`src/rtl/sfi_ea_packer_pkg.sv`:
```
// sfi_ea_packer_pkg
//   Shared definitions for the SFI front end: word widths, MIPS store opcodes,
//   the store-opcode decode and the store alignment rule.
//   The beat record carried through the skid buffer is defined here as well.
//   Build option: SFI_ALIGN_CHK_EN adds a misalign flag to the beat record.
package sfi_ea_packer_pkg;

    localparam int SFI_WORD_W = 64;
    localparam int INSTR_W    = 32;

    localparam logic [5:0] OP_SB  = 6'h28;
    localparam logic [5:0] OP_SH  = 6'h29;
    localparam logic [5:0] OP_SWL = 6'h2A;
    localparam logic [5:0] OP_SW  = 6'h2B;
    localparam logic [5:0] OP_SDL = 6'h2C;
    localparam logic [5:0] OP_SDR = 6'h2D;
    localparam logic [5:0] OP_SWR = 6'h2E;
    localparam logic [5:0] OP_SC  = 6'h38;
    localparam logic [5:0] OP_SCD = 6'h3C;
    localparam logic [5:0] OP_SD  = 6'h3F;

    // One beat as it sits in the buffer; word/is_store drive the outputs directly.
    typedef struct packed {
`ifdef SFI_ALIGN_CHK_EN
        logic                  misalign;
`endif
        logic                  is_store;
        logic [SFI_WORD_W-1:0] word;
    } sfi_beat_t;

    function automatic logic is_store_op(input logic [5:0] op);
        case (op)
            OP_SB, OP_SH, OP_SWL, OP_SW, OP_SDL,
            OP_SDR, OP_SWR, OP_SC, OP_SCD, OP_SD: is_store_op = 1'b1;
            default:                               is_store_op = 1'b0;
        endcase
    endfunction

    // Natural-size stores must be aligned; the unaligned-access forms
    // (SWL/SWR/SDL/SDR) and byte stores never flag.
    function automatic logic store_misaligned(input logic [5:0] op, input logic [2:0] ea_lo);
        case (op)
            OP_SH:        store_misaligned = ea_lo[0];
            OP_SW, OP_SC: store_misaligned = |ea_lo[1:0];
            OP_SD, OP_SCD: store_misaligned = |ea_lo[2:0];
            default:      store_misaligned = 1'b0;
        endcase
    endfunction

endpackage

```
`src/rtl/sfi_skid_buf.sv`:
```
// sfi_skid_buf
//   Two-entry valid/ready skid buffer. The main register drives the outputs,
//   the skid register absorbs one beat arriving while the output is stalled.
//   in_ready_o is purely registered state: no combinational path from out_ready_i.
// Ports
//   clk, rst          clock, async active-high reset
//   in_valid_i/in_ready_o/in_data_i     upstream side
//   out_valid_o/out_ready_i/out_data_o  downstream side
module sfi_skid_buf #(
    parameter int DW = 8
) (
    input  logic          clk,
    input  logic          rst,
    input  logic          in_valid_i,
    output logic          in_ready_o,
    input  logic [DW-1:0] in_data_i,
    output logic          out_valid_o,
    input  logic          out_ready_i,
    output logic [DW-1:0] out_data_o
);

    logic          main_vld_q, main_vld_d;
    logic          skid_vld_q, skid_vld_d;
    logic [DW-1:0] main_q, main_d;
    logic [DW-1:0] skid_q, skid_d;
    logic          en_q;   // holds ready low until the first edge after reset
    logic          acc, emit;

    assign in_ready_o  = en_q & ~skid_vld_q;
    assign out_valid_o = main_vld_q;
    assign out_data_o  = main_q;

    assign acc  = in_valid_i & in_ready_o;
    assign emit = main_vld_q & out_ready_i;

    always_comb begin
        main_vld_d = main_vld_q;
        skid_vld_d = skid_vld_q;
        main_d     = main_q;
        skid_d     = skid_q;
        if (emit) begin
            if (skid_vld_q) begin
                // skid full means acc is 0 this cycle; oldest pending beat moves up
                main_d     = skid_q;
                skid_vld_d = 1'b0;
            end else begin
                main_vld_d = acc;
                if (acc) main_d = in_data_i;
            end
        end else if (acc) begin
            if (!main_vld_q) begin
                main_vld_d = 1'b1;
                main_d     = in_data_i;
            end else begin
                skid_vld_d = 1'b1;
                skid_d     = in_data_i;
            end
        end
    end

    always_ff @(posedge clk or posedge rst) begin
        if (rst) begin
            en_q       <= 1'b0;
            main_vld_q <= 1'b0;
            skid_vld_q <= 1'b0;
            main_q     <= '0;
            skid_q     <= '0;
        end else begin
            en_q       <= 1'b1;
            main_vld_q <= main_vld_d;
            skid_vld_q <= skid_vld_d;
            main_q     <= main_d;
            skid_q     <= skid_d;
        end
    end

endmodule

```
`src/rtl/sfi_ea_packer.sv`:
```
// sfi_ea_packer
//   Front end of the SFI masking stage. Decodes store opcodes, computes the
//   store effective address rs + sext(imm16) and packs {ea, instr} into the
//   64-bit SFI word. Non-stores carry a zero upper half. One cycle latency
//   through a 2-entry skid buffer; counts store beats handed downstream.
// Ports
//   clk, rst                      clock, async active-high reset
//   in_valid/in_ready             upstream handshake
//   in_instr, in_rs_val           instruction word and value of rs
//   out_valid/out_ready           downstream handshake
//   out_word, out_is_store        packed SFI word and store flag
//   store_cnt                     saturating count of store beats handed off
//   out_misalign                  (only with SFI_ALIGN_CHK_EN) store EA misaligned
// Build option: SFI_ALIGN_CHK_EN
module sfi_ea_packer
    import sfi_ea_packer_pkg::*;
#(
    parameter int CNT_W = 16
) (
    input  logic                  clk,
    input  logic                  rst,
    input  logic                  in_valid,
    output logic                  in_ready,
    input  logic [INSTR_W-1:0]    in_instr,
    input  logic [31:0]           in_rs_val,
    output logic                  out_valid,
    input  logic                  out_ready,
    output logic [SFI_WORD_W-1:0] out_word,
    output logic                  out_is_store,
`ifdef SFI_ALIGN_CHK_EN
    output logic                  out_misalign,
`endif
    output logic [CNT_W-1:0]      store_cnt
);

    logic [5:0]  op;
    logic [31:0] ea;
    sfi_beat_t   beat_in, beat_out;
    logic        store_cnt_inc;
    logic [CNT_W-1:0] store_cnt_q, store_cnt_d;

    assign op = in_instr[31:26];
    assign ea = in_rs_val + {{16{in_instr[15]}}, in_instr[15:0]};

    always_comb begin
        beat_in          = '0;
        beat_in.is_store = is_store_op(op);
        beat_in.word     = beat_in.is_store ? {ea, in_instr} : {32'h0, in_instr};
`ifdef SFI_ALIGN_CHK_EN
        beat_in.misalign = store_misaligned(op, ea[2:0]);
`endif
    end

    sfi_skid_buf #(
        .DW($bits(sfi_beat_t))
    ) u_buf (
        .clk        (clk),
        .rst        (rst),
        .in_valid_i (in_valid),
        .in_ready_o (in_ready),
        .in_data_i  (beat_in),
        .out_valid_o(out_valid),
        .out_ready_i(out_ready),
        .out_data_o (beat_out)
    );

    assign out_word     = beat_out.word;
    assign out_is_store = beat_out.is_store;
`ifdef SFI_ALIGN_CHK_EN
    assign out_misalign = beat_out.misalign;
`endif

    // Saturating: stops at all-ones rather than wrapping.
    assign store_cnt_inc = out_valid & out_ready & beat_out.is_store & ~(&store_cnt_q);
    assign store_cnt_d   = store_cnt_inc ? store_cnt_q + 1'b1 : store_cnt_q;
    assign store_cnt     = store_cnt_q;

    always_ff @(posedge clk or posedge rst) begin
        if (rst) store_cnt_q <= '0;
        else     store_cnt_q <= store_cnt_d;
    end

endmodule

```
`config.mk`:
```
export PLATFORM = sky130hd
export DESIGN_NAME = sfi_ea_packer
export DESIGN_NICKNAME = d
export VERILOG_FILES = /design/src/rtl/sfi_ea_packer_pkg.sv /design/src/rtl/sfi_skid_buf.sv /design/src/rtl/sfi_ea_packer.sv
export SDC_FILE = /design/constraint.sdc
export NUM_CORES = 1
export LEC_CHECK = 0
export CORE_ASPECT_RATIO = 1.4
export CORE_MARGIN = 2
export CORE_UTILIZATION = 54
export DETAILED_ROUTE_END_ITERATION = 10
export GPL_ROUTABILITY_DRIVEN = 0
export GPL_TIMING_DRIVEN = 0
export PLACE_DENSITY = 0.8
export SLEW_MARGIN = 20
export SYNTH_ARGS = -nofsm -noshare
export SYNTH_HDL_FRONTEND = slang
export SYNTH_HIERARCHICAL = 1
export SYNTH_SLANG_ARGS = --single-unit
```
`constraint.sdc`:
```
create_clock -name clk -period 5.9 [get_ports clk]
set_input_delay 1.475 -clock clk [delete_from_list [all_inputs] [get_ports clk]]
set_output_delay 1.475 -clock clk [all_outputs]
set_load 0.02 [all_outputs]
```
==> out/summary.txt <==
WL per Instance -> 18.31 um
Area growth syn-to-layout -> 26.23%
Net count after synthesis -> 838
Via count -> 6,374
Mux contribution to synthesized area -> 0.2922
Worst reg2reg path depth -> 6
Count leader, synth -> dfrtp_1
Post-DR vias/cell -> 5.696
Post-DRT Antenna Nets -> 0
Initial DRC count -> 359
Post-route DRC -> 9
Synth Register Bits -> 149
DIE AREA -> 17,680 um2
Crit path capture type -> flip-flop
Worst R2R Start -> store_cnt[4]
Post-Synth Adder-Cell Area -> 0.04684
Initial Util -> 0.5527
Maximum vdd ir drop -> 200.2 uV
Clk_skew -> 0.008392 ns
Maximum clock frequency -> 216.6 MHz
Core area -> 16,240 um2
Clk sinks -> 149
Post_cts resized -> 0
Final setup margin -> 1.283 ns
CTS Root Cell -> clkbuf_16
Tcrit/Tclk final -> 0.7826
Clock share of power -> 0.232
CTS tree -> built
Clock slew at reported path FFs -> 0.07 ns
Pint -> 3.037 mW
Largest family of logic cells by synthesized area -> multiplexers
Global-route wire length before repair -> 33,190 um
Synth top area share -> 0.4154
CP startpoint kind -> input port
Max-cap viol count -> 0
Post-synthesis instance total -> 737
Leakage -> 5.341 nW
Total Routing Usage GR -> 0.2406
Antenna diodes -> 0
Synth Area in Simple Gates -> 0.08614
Post-synth EDFFs -> 0
Initial antenna violation count -> 0
Final setup viols -> 0
Design Area, Final -> 11,330 um2
Syn Area/Cell -> 12.18 um2
Xor and xnor area share after synthesis -> 0.03220
Fin. Hold Viols -> 0
Nets -> 1,008
GRT overflow -> 0
Async S/R FF share, synth -> 1.000
PD cells -> 399.7 nW/um2
Largest net degree at the start of global routing -> 81
Number of top-level pins -> 151
WHS Endpoint -> store_cnt[15]
Skew-Pair Late Insertion Delay -> 0.43 ns
Net Sw Frac -> 0.3294
Largest cells by area after synthesis -> dfrtp_1, mux2_4, mux2_2
Hold_buf cts -> 0
Sw Pwr -> 1.492 mW
Cell variety after synth -> 58
Arrival time worst endpoint -> 4.93 ns
Warnings from Yosys -> 6
Top_reg_cell synth -> dfrtp_1
Reg power frac -> 0.356
Most frequent cells after synthesis -> dfrtp_1, mux2_4, mux2_2
RSZ-0062 raised after global routing -> no
Status -> finished, violations left
Failing checks -> DRC
Hold Path Cell Cnt -> 1
First drt pass iteration count -> 8
Vias in the first global route -> 6,590
Hold Path Origin -> store_cnt[15]
Normalized max-slew margin -> 0.5165
Dpl cell area -> 10,760 um2
Worst Path Required -> 6.22 ns
Post-synthesis sequential area ratio -> 0.4154
I/O Buffers -> 150
Post-Route WL -> 20,490 um
TritonCTS buffer count -> 17
R2r setup slk -> 3.96 ns
Pins over their slew limit -> 0
Worst-case clock buffer depth -> 2
Synth Area in Compound Gates -> 0.09507
Die height -> 156.6 um
Htree depth -> 4
Worst Path Max Fanout -> 19
# rows -> 55
Share of cells above drive strength 1 -> 0.2946
Pre-CTS setup slack -> 0.8771 ns
Die width -> 113.0 um
Worst slew pin tran -> 0.7230 ns
Crit path kind -> input port to flip-flop
Hold Crit Class -> flip-flop to flip-flop
Final HPWL DP -> 15,010 um
R2R Path End -> store_cnt[7]
Mapped cell area -> 8976 um2
Leading area contributor after synthesis -> dfrtp_1
Comb power frac -> 0.412
# Post-CTS Setup Buffers -> 0
Post-layout min period -> 4.617 ns
through the flow:
stage / hold WS (ns) / total power, mW / std cells / utilization / TNS (ns)
detailed placement: 0.4888 / 3.491 / 1087 / 0.6626 / 0
CTS: 0.4976 / 4.565 / 1119 / 0.6977 / 0
finish: 0.4931 / 4.529 / 1119 / 0.6977 / 0
global placement: 0.4738 / 3.436 / 1086 / 0.6605 / -134.88
global route: 0.5121 / 4.746 / 1119 / 0.6977 / 0
floorplan: 0.4753 / 2.801 / 737 / - / 0
layout by cell type (no fill, tap or decap), drive strengths merged, types with 8 or more instances in the layout:
cell type,n
xnor2,19
nor3,15
and2,8
dfrtp,149
inv,18
buf,27
a21oi,27
mux2,196
clkdlybuf4s50,150
ha,32
o21ai,19
clkbuf,26
nand4,15
nand2,37
nand3,15
a21o,29
nor2,43
xor2,14
routing by layer:
metal / global-route usage / vias to the layer above / wire length (um)
met1: 0.2760 / 3133 / 8151
met2: 0.4409 / 179 / 11010
met4: 0.08943 / 0 / 555
met5: 0 / - / 0
li1: - / 3026 / -
met3: 0.04841 / 36 / 779
cell type report:
cell class / instances / area (um2)
Timing Repair Buffer: 151 / 1529
Sequential cell: 149 / 3729
Buffer: 34 / 244.0
Fill cell: 1176 / 4910
Clock inverter: 14 / 140.1
Multi-Input combinational cell: 543 / 4962
Inverter: 11 / 48.80
Clock buffer: 18 / 429.2
Tap cell: 199 / 249.0
power groups by stage:
stage                     Sequential, mW  Clock (mW)  Combinational (mW)
after floorplan                     1.82           0               0.978
after global placement              1.60           0                1.83
after detailed placement            1.62           0                1.87
after CTS                           1.61        1.07                1.88
after global routing                1.66        1.11                1.98
final                               1.61        1.05                1.87
worst max-delay path, stage by stage:
cell	delay, ns
clkdlybuf4s50_1	0.79
ha_1	0.48
buf_2	0.21
nand4_1	0.26
nor3_1	0.45
a2111oi_4	0.10
a211oi_1	0.34
o21a_1	0.16
nor3_1	0.06
mux2_2	0.32
mux2_2	0.27
flip-flops by register name, indices dropped and copies added, names as in the netlist:
name               cells
u_buf/skid_q          65
u_buf/out_valid_o      1
store_cnt             16
u_buf/en_q             1
u_buf/skid_vld_q       1
u_buf/out_data_o      65
how the worst max path moves through the flow:
stage | startpoint | end | slack [ns] | cells after the start
after floorplan | rst | u_buf/en_q | 0.87 | 1
after global placement | rst | u_buf/out_data_o[14] | -1.03 | 2
after detailed placement | in_instr[15] | u_buf/out_data_o[59] | 0.88 | 11
after CTS | in_instr[15] | u_buf/out_data_o[59] | 1.31 | 11
after global routing | in_instr[15] | u_buf/out_data_o[59] | 1.03 | 11
final | in_instr[15] | u_buf/out_data_o[59] | 1.28 | 11
cells by family after synthesis:
logic type | Yosys count
buffers and inverters | 45
AOI/OAI and AO/OA | 117
adders and majority gates | 33
and+or+nand+nor | 159
muxes | 200
xor gates and xnor gates | 33
other | 1
DFF | 149
No activity file was read; power rests on OpenSTA's default activity.
